$ cat config.mk
export PLATFORM = sky130hd
export DESIGN_NAME = up_counter_tc
export DESIGN_NICKNAME = d
export VERILOG_FILES = /design/src/rtl/upcnt_pkg.sv /design/src/rtl/upcnt_prescaler.sv /design/src/rtl/up_counter_tc.sv
export SDC_FILE = /design/constraint.sdc
export NUM_CORES = 1
export LEC_CHECK = 0
export CAP_MARGIN = 20
export CORE_AREA = 2 2 39 41
export CTS_CLUSTER_SIZE = 10
export DETAILED_ROUTE_END_ITERATION = 12
export DIE_AREA = 0 0 41 43
export GPL_TIMING_DRIVEN = 0
export PLACE_DENSITY = 0.63
export SETUP_SLACK_MARGIN = 0.3
export SYNTH_ARGS = -nofsm -noshare
export SYNTH_HDL_FRONTEND = slang
export SYNTH_SLANG_ARGS = --single-unit
$ cat constraint.sdc
create_clock -name clk -period 5.4 [get_ports clk]
set_clock_uncertainty 0.2 [all_clocks]
set_input_delay 1.08 -clock clk [delete_from_list [all_inputs] [get_ports clk]]
set_output_delay 1.08 -clock clk [all_outputs]
set_load 0.05 [all_outputs]
$ cat src/rtl/upcnt_pkg.sv
// Shared types and defaults for the loadable up counter with terminal-count flags.
package upcnt_pkg;

  localparam int unsigned UpcntDefaultWidth = 4;

  typedef enum logic [1:0] {
    StIdle = 2'b00,
    StRun  = 2'b01,
    StDone = 2'b10
  } upcnt_state_t;

endpackage

$ cat src/rtl/upcnt_prescaler.sv
// Step-rate prescaler: pulses tick_o once every Prescale cycles while run_i is high.
module upcnt_prescaler #(
  parameter int unsigned Prescale = 1
) (
  input  logic clk,
  input  logic rst_n,
  input  logic run_i,
  input  logic clr_i,
  output logic tick_o
);

  localparam int unsigned CntW = (Prescale > 1) ? $clog2(Prescale) : 1;

  logic [CntW-1:0] pcnt_q, pcnt_d;

  assign tick_o = run_i && (pcnt_q == CntW'(Prescale - 1));

  always_comb begin
    pcnt_d = pcnt_q + CntW'(1);
    // Phase restarts whenever counting is interrupted so each RUN begins a full period.
    if (clr_i || !run_i || tick_o) begin
      pcnt_d = '0;
    end
  end

  always_ff @(posedge clk or negedge rst_n) begin
    if (!rst_n) begin
      pcnt_q <= '0;
    end else begin
      pcnt_q <= pcnt_d;
    end
  end

endmodule

$ cat src/rtl/up_counter_tc.sv
// Loadable up counter with wrap or one-shot stop, registered tc pulse and done level.
// Optional step prescaler enabled by defining UPCNT_PRESCALE_EN.
module up_counter_tc
  import upcnt_pkg::*;
#(
  parameter int unsigned WIDTH    = UpcntDefaultWidth,
  parameter int unsigned PRESCALE = 1
) (
  input  logic             clk,
  input  logic             rst_n,
  input  logic             en_i,
  input  logic             clr_i,
  input  logic             load_i,
  input  logic [WIDTH-1:0] load_val_i,
  input  logic             one_shot_i,
  output logic [WIDTH-1:0] cnt_o,
  output logic             tc_o,
  output logic             done_o
);

  localparam logic [WIDTH-1:0] MaxCnt = '1;

  upcnt_state_t     state_q, state_d;
  logic [WIDTH-1:0] cnt_q, cnt_d;
  logic             tc_q, tc_d;
  logic             done_q, done_d;
  logic             tick;

`ifdef UPCNT_PRESCALE_EN
  upcnt_prescaler #(
    .Prescale(PRESCALE)
  ) u_prescaler (
    .clk   (clk),
    .rst_n (rst_n),
    .run_i (state_q == StRun),
    .clr_i (clr_i | load_i),
    .tick_o(tick)
  );
`else
  logic unused_prescale;
  assign unused_prescale = ^PRESCALE;
  assign tick = 1'b1;
`endif

  always_comb begin
    state_d = state_q;
    cnt_d   = cnt_q;
    tc_d    = 1'b0;
    done_d  = done_q;
    if (clr_i) begin
      state_d = StIdle;
      cnt_d   = '0;
      done_d  = 1'b0;
    end else if (load_i) begin
      state_d = en_i ? StRun : StIdle;
      cnt_d   = load_val_i;
      done_d  = 1'b0;
    end else begin
      unique case (state_q)
        StIdle: begin
          if (en_i) state_d = StRun;
        end
        StRun: begin
          if (!en_i) begin
            state_d = StIdle;
          end else if (tick) begin
            if (cnt_q != MaxCnt) begin
              cnt_d = cnt_q + WIDTH'(1);
            end else if (one_shot_i) begin
              tc_d    = 1'b1;
              done_d  = 1'b1;
              state_d = StDone;
            end else begin
              cnt_d = '0;
              tc_d  = 1'b1;
            end
          end
        end
        StDone: ;
        default: state_d = StIdle;
      endcase
    end
  end

  always_ff @(posedge clk or negedge rst_n) begin
    if (!rst_n) begin
      state_q <= StIdle;
      cnt_q   <= '0;
      tc_q    <= 1'b0;
      done_q  <= 1'b0;
    end else begin
      state_q <= state_d;
      cnt_q   <= cnt_d;
      tc_q    <= tc_d;
      done_q  <= done_d;
    end
  end

  assign cnt_o  = cnt_q;
  assign tc_o   = tc_q;
  assign done_o = done_q;

endmodule

==> summary.txt, run 1 <==
Finish
  – Core Util, Final: between 40% and 50%
  – Finished Cell Area: 633 µm²
  – Final nets: 77
  – Diode count: 0
  – Area grow syn2layout: 37.5%
  – Layout cells sized above 1: 14.1%

Power and ir drop
  – Peak supply drop: roughly 110 µV
  – P per Cell Area: around 240 nW/µm²
  – Leak: 0.262 nW
  – Total Power: 153 µW

Critical path
  – WP buf/inv: 1
  – Critical path's top delay family: buffers and inverters
  – Required time of the worst setup path: slightly above 4 ns
  – Startpoint Class: flip-flop
  – Reg-to-reg setup timing slack: 3.46 ns
  – Crit-path cells: clkdlybuf4s50_1
  – CP Capture Type: output pin
  – CP max FO: 6
  – Critical Path AT: between 1.5 and 2 ns
  – Slowest cell on crit path: clkdlybuf4s50_1
  – Max incr delay on CP: about 0.84 ns
  – Critical path class: flip-flop to output pin

Global route
  – Initial antenna violation count: 0
  – First-pass GRT wire length: ~1700 µm
  – Largest net degree at the start of global routing: 11
  – Total GRT Usage: roughly 14%
  – Number of global-route vias before repair: 390
  – Final global-route overflow total: 0

STA
  – Slew HR: 67.2%
  – Sum Neg Setup Slack: 0 ns
  – Tcrit/Tclk final: 52.2%
  – Worst slew pin tran: between 0.4 and 0.5 ns
  – Min Tclk post-route: roughly 2.8 ns
  – Final slew viol count: 0
  – F_max: 355 MHz
  – Final hold viol count: 0
  – RSZ-0062 raised after global routing: no
  – Hold Slack: 0.355 ns
  – Setup Viol. Count Final: 0

Synth
  – Cell variety after synth: 28
  – Synth area leader: dfrtp_1
  – Synthesized area per cell: 9.59 µm²
  – Cell Area, Synth: around 460 µm²
  – Sequential area share after synthesis: between 40 and 50%
  – Asr flop ratio synth: 100%
  – Yosys warns: 0
  – Synth cell count leaders: 8 x dfrtp_1, 5 x nor2_1, 4 x a21oi_1, 4 x nand2_1, 3 x nor3_1
  – Top cell type's share of synthesized area: between 40 and 50%
  – Post-synth EDFFs: 0
  – Net count after synthesis: 59
  – Synth Register Bits: 8
  – Most instantiated library cell after synthesis: dfrtp_1
  – Gate count of the mapped netlist: 48
  – Post-synth top flop: dfrtp_1
  – Main area contributors after synthesis: dfrtp_1 43%, a311oi_4 5.7%, a21oi_1 4.3%

Routing
  – Starting DRT DRC Count: 12
  – DR pass1 iterations: 2
  – Drt wl/cell: 12.9 µm
  – DR vias: 407
  – Remaining DRCs: 0
  – Vias/cell: 5.09
  – Top sig layer: met4
  – Routed wire length: between 1000 and 1500 µm
  – DRT met1 WL: 489 µm
  – Met3 routed WL: between 50 and 60 µm
  – DRT antenna net count: 0
  – Met2 wire length: 474 µm

Die
  – Die height: 43 µm
  – Initial Util: between 30% and 40%
  – Row count: 14
  – Die Area: 1760 µm²
  – I/O pins: 16
  – Die Span X: 41 µm
  – Core box area: 1380 µm²

Clock network
  – CTS Buffer Depth: 2
  – # hold bufs at CTS: 0
  – Setup Buffers After CTS: 0
  – TritonCTS Buffers: 3
  – CTS tree: done
  – Clk sinks: 8
  – CTS Root Cell: clkbuf_4
  – Worst skew pair latency: 0.25 ns
  – Clk pin slew, worst setup/hold paths: 0.05 ns
  – H-tree depth: 1
  – # resized after CTS: 0

Hold path
  – Worst min-delay path class: flip-flop to flip-flop

Place
  – GPL Wtd Cong: 0.704
  – Cell Area, Placed: 611 µm²
  – PortBufs: 13

Status
  – Status: finished, final reports clean

Job
  – MaxCap Viol Count: 0
## path summary, 6_finish.rpt
kind                          start        to  cells past startpoint
max                        cnt_o[3]  cnt_o[3]                      1
min                        cnt_o[1]  cnt_o[1]                      2
max reg2reg                cnt_o[0]  cnt_o[2]                      5
min reg2reg                cnt_o[1]  cnt_o[1]                      2
max in group asynchronous     rst_n    done_o                      1
min in group asynchronous     rst_n  cnt_o[0]                      1
## cells in the final DEF (no fill, tap or decap)
master and count:
a21oi_1 4, a22oi_1 1, a311oi_4 1, and3_2 1, buf_6 1, clkbuf_2 1
clkbuf_4 3, clkdlybuf4s50_1 13, dfrtp_1 8, ha_1 1, inv_1 2, inv_2 1
mux2i_1 1, nand2_1 4, nand2b_1 1, nand3_1 1, nand3b_1 1, nand4_2 1
nor2_1 5, nor2b_1 1, nor3_1 3, nor4_1 1, o21ai_0 1, o21ai_1 1
o21bai_1 1, o22ai_1 1, o311a_1 1, o31ai_1 1, o41ai_1 1, or2_1 1
## kinds of logic after synthesis
| kind of cell | share of synthesized area (%) |
|---|---|
| AOI/OAI and AO/OA | 22.6 |
| adders and majority gates | 2.72 |
| buffers and inverters | 5.98 |
| DFF | 43.5 |
| muxes | 2.17 |
| and+or+nand+nor | 23.1 |
## cell type report
class | instances | area, µm²
Fill cell | 141 | 751
Multi-Input combinational cell | 35 | 233
Sequential cell | 8 | 200
Timing Repair Buffer | 13 | 130
Clock buffer | 3 | 22.5
Tap cell | 16 | 20.0
Buffer | 2 | 16.3
Inverter | 3 | 11.3
## power by group
group	total (mW)	switching [mW]	internal, mW
logic	0.0396	0.0230	0.0165
clock network	0.0457	0.0203	0.0254
registers	0.0677	0.00436	0.0633
total	0.153	0.0477	0.105
## metrics by stage
step           setup slack, ns  instances
3_5_place_dp              2.60         77
4_1_cts                   2.59         80
2_1_floorplan             3.20         48
3_3_place_gp              2.60         77
5_1_grt                   2.52         80
6_report                  2.58         80
## sequential cells by signal (all words and copies together) (netlist names)
signal	cells
cnt_o	4
done_o	1
state_q	2
tc_o	1
## metal layers
| metal | track usage, % | vias to the layer above |
|---|---|---|
| li1 | - | 208 |
| met1 | 20.5 | 183 |
| met2 | 18.4 | 14 |
| met3 | 3.14 | 2 |
| met4 | 10.0 | 0 |
| met5 | 0 | - |
Power figures use the tool's default switching activity.
==> inputs of run 2 (changes only) <==
==> constraint.sdc (replaced) <==
create_clock -name clk -period 2.7 [get_ports clk]
set_clock_uncertainty 0.2 [all_clocks]
set_input_delay 0.54 -clock clk [delete_from_list [all_inputs] [get_ports clk]]
set_output_delay 0.54 -clock clk [all_outputs]
set_load 0.05 [all_outputs]
==> results of run 2 <==
The final DEF is identical to that of run 1. Status: finished, final reports clean.
Main changes from that run: setup slack after placement 2.60 ns -> 0.439 ns; setup slack after layout 2.58 ns -> 0.423 ns; hold slack 0.355 ns -> 0.301 ns; register-to-register setup slack 3.46 ns -> 0.76 ns; end point of the worst hold path cnt_o[1] -> state_q[1]; total power 0.153 mW -> 0.306 mW; worst IR drop on VDD 107 µV -> 215 µV
==> inputs of run 3 (changes only) <==
==> constraint.sdc (replaced) <==
create_clock -name clk -period 2.28 [get_ports clk]
set_clock_uncertainty 0.2 [all_clocks]
set_input_delay 0.456 -clock clk [delete_from_list [all_inputs] [get_ports clk]]
set_output_delay 0.456 -clock clk [all_outputs]
set_load 0.05 [all_outputs]
==> run 3 against run 2 <==
Net effect:
- setup slack worse by 0.035 ns
- first-iteration DRC count shrank 42%
- sequential power up 19%
- clock-buffer cell count stayed put
- cell area rose by 0.40%
- sequential share of layout area increased by 0.27 points
- flip-flop and latch count unchanged
- largest cell class unchanged
==> summary.txt, run 3 (synthesis gave the netlist of run 1 again) <==
Status
  – Status: finished, final reports clean

Clock network
  – CTS Root Cell: clkbuf_4
  – CTS tree: done
  – Worst skew pair latency: 0.27 ns
  – H-tree depth: 1
  – Clk sinks: 8
  – CTS Buffer Depth: 2
  – TritonCTS Buffers: 3
  – Clk pin slew, worst setup/hold paths: 0.06 ns
  – # hold bufs at CTS: 0

Critical path
  – Slowest cell on crit path: dlygate4sd2_1
  – WP buf/inv: 1
  – Reg-to-reg setup timing slack: 0.44 ns
  – Critical path class: flip-flop to output pin
  – Critical Path AT: 1.24 ns
  – Crit-path cells: dlygate4sd2_1
  – Max incr delay on CP: 0.55 ns
  – Critical path's top delay family: buffers and inverters
  – CP max FO: 6
  – Required time of the worst setup path: around 1.6 ns
  – Startpoint Class: flip-flop
  – CP Capture Type: output pin

Die
  – Core box area: 1380 µm²
  – Row count: 14
  – Initial Util: 33.3%
  – Die Span X: 41 µm
  – Die Area: 1760 µm²
  – Die height: 43 µm
  – I/O pins: 16

STA
  – Tcrit/Tclk final: 83.0%
  – RSZ-0062 raised after global routing: no
  – Setup Viol. Count Final: 0
  – Slew HR: 67.2%
  – Final hold viol count: 0
  – Hold Slack: 0.196 ns
  – Min Tclk post-route: between 1.5 and 2 ns
  – Final slew viol count: 0
  – F_max: roughly 530 MHz
  – Sum Neg Setup Slack: 0 ns
  – Worst slew pin tran: 0.495 ns

Finish
  – Layout cells sized above 1: 18.5%
  – Core Util, Final: 45.9%
  – Area grow syn2layout: 38.0%
  – Max FFs per register: 4
  – Diode count: 0
  – Most common cell after layout, fill and taps aside: clkdlybuf4s50_1
  – Final nets: 78
  – Filler cells: 136
  – Most frequent cells in the layout: 7 x clkdlybuf4s50_1, 6 x dfrtp_1, 6 x dlygate4sd2_1

Power and ir drop
  – Peak supply drop: 378 µV
  – P per Cell Area: 572 nW/µm²
  – Leak: 0.287 nW

Routing
  – Starting DRT DRC Count: 7
  – Vias/cell: 5.01
  – DR vias: 406
  – DR pass1 iterations: 3
  – Drt wl/cell: around 12 µm
  – Routed wire length: 982 µm
  – DRT antenna net count: 0
  – Remaining DRCs: 0

Job
  – MaxCap Viol Count: 0

Global route
  – First-pass GRT wire length: 1600 µm
  – Largest net degree at the start of global routing: 11
  – Initial antenna violation count: 0
  – Total GRT Usage: 14.3%
  – Number of global-route vias before repair: 357
  – Final global-route overflow total: 0

Place
  – Post-detail-place hpwl: 735 µm
  – GPL Wtd Cong: 0.694
  – PortBufs: 13

Hold path
  – Worst min-delay path class: input pin to flip-flop
-- run 3: through the flow --
stage	instance area, µm²	power (mW)	setup WS, ns	std cells
final	636	0.363	0.387	81
after global routing	636	0.385	0.334	81
after floorplan	463	0.220	0.327	48
after CTS	628	0.367	0.375	80
after detailed placement	613	0.257	0.0916	77
after global placement	613	0.256	0.102	77
-- run 3: timing repair --
action / CTS / global route
pin swaps: 0 / 1
resized for setup: 6 / 0
hold endpoints to repair: 0 / 0
setup buffers: 0 / 1
setup endpoints to repair: 6 / 2
-- run 3: layout make-up --
| class | instances | area [µm²] | share of cell area, % |
|---|---|---|---|
| buffer | 2 | 16.3 | 2.56 |
| clock buffer | 3 | 22.5 | 3.54 |
| inverter | 3 | 11.3 | 1.77 |
| multi-input combinational | 35 | 233 | 36.6 |
| sequential | 8 | 203 | 31.9 |
| tap | 16 | 20.0 | 3.15 |
| timing repair buffer | 14 | 130 | 20.5 |
-- run 3: path summary, 6_finish.rpt --
path                          start       end  depth (start not counted)
max                        cnt_o[3]  cnt_o[3]                          1
min                           clr_i      tc_o                          2
max reg2reg                cnt_o[0]  cnt_o[3]                          5
min reg2reg                cnt_o[1]  cnt_o[1]                          2
max in group asynchronous     rst_n  cnt_o[1]                          1
min in group asynchronous     rst_n  cnt_o[0]                          1
-- run 3: layer usage --
layer  vias up  GRT usage [%]  part of all wire [%]
met5         -              0                     0
met4         0           6.00                  0.71
met3         2           9.42                   8.0
met2        13           18.1                    43
met1       180           18.5                    48
li1        211              -                     -
-- run 3: power breakdown --
part | internal [mW] | switching [mW]
logic | 0.0355 | 0.0542
registers | 0.151 | 0.00998
clock network | 0.0605 | 0.0523
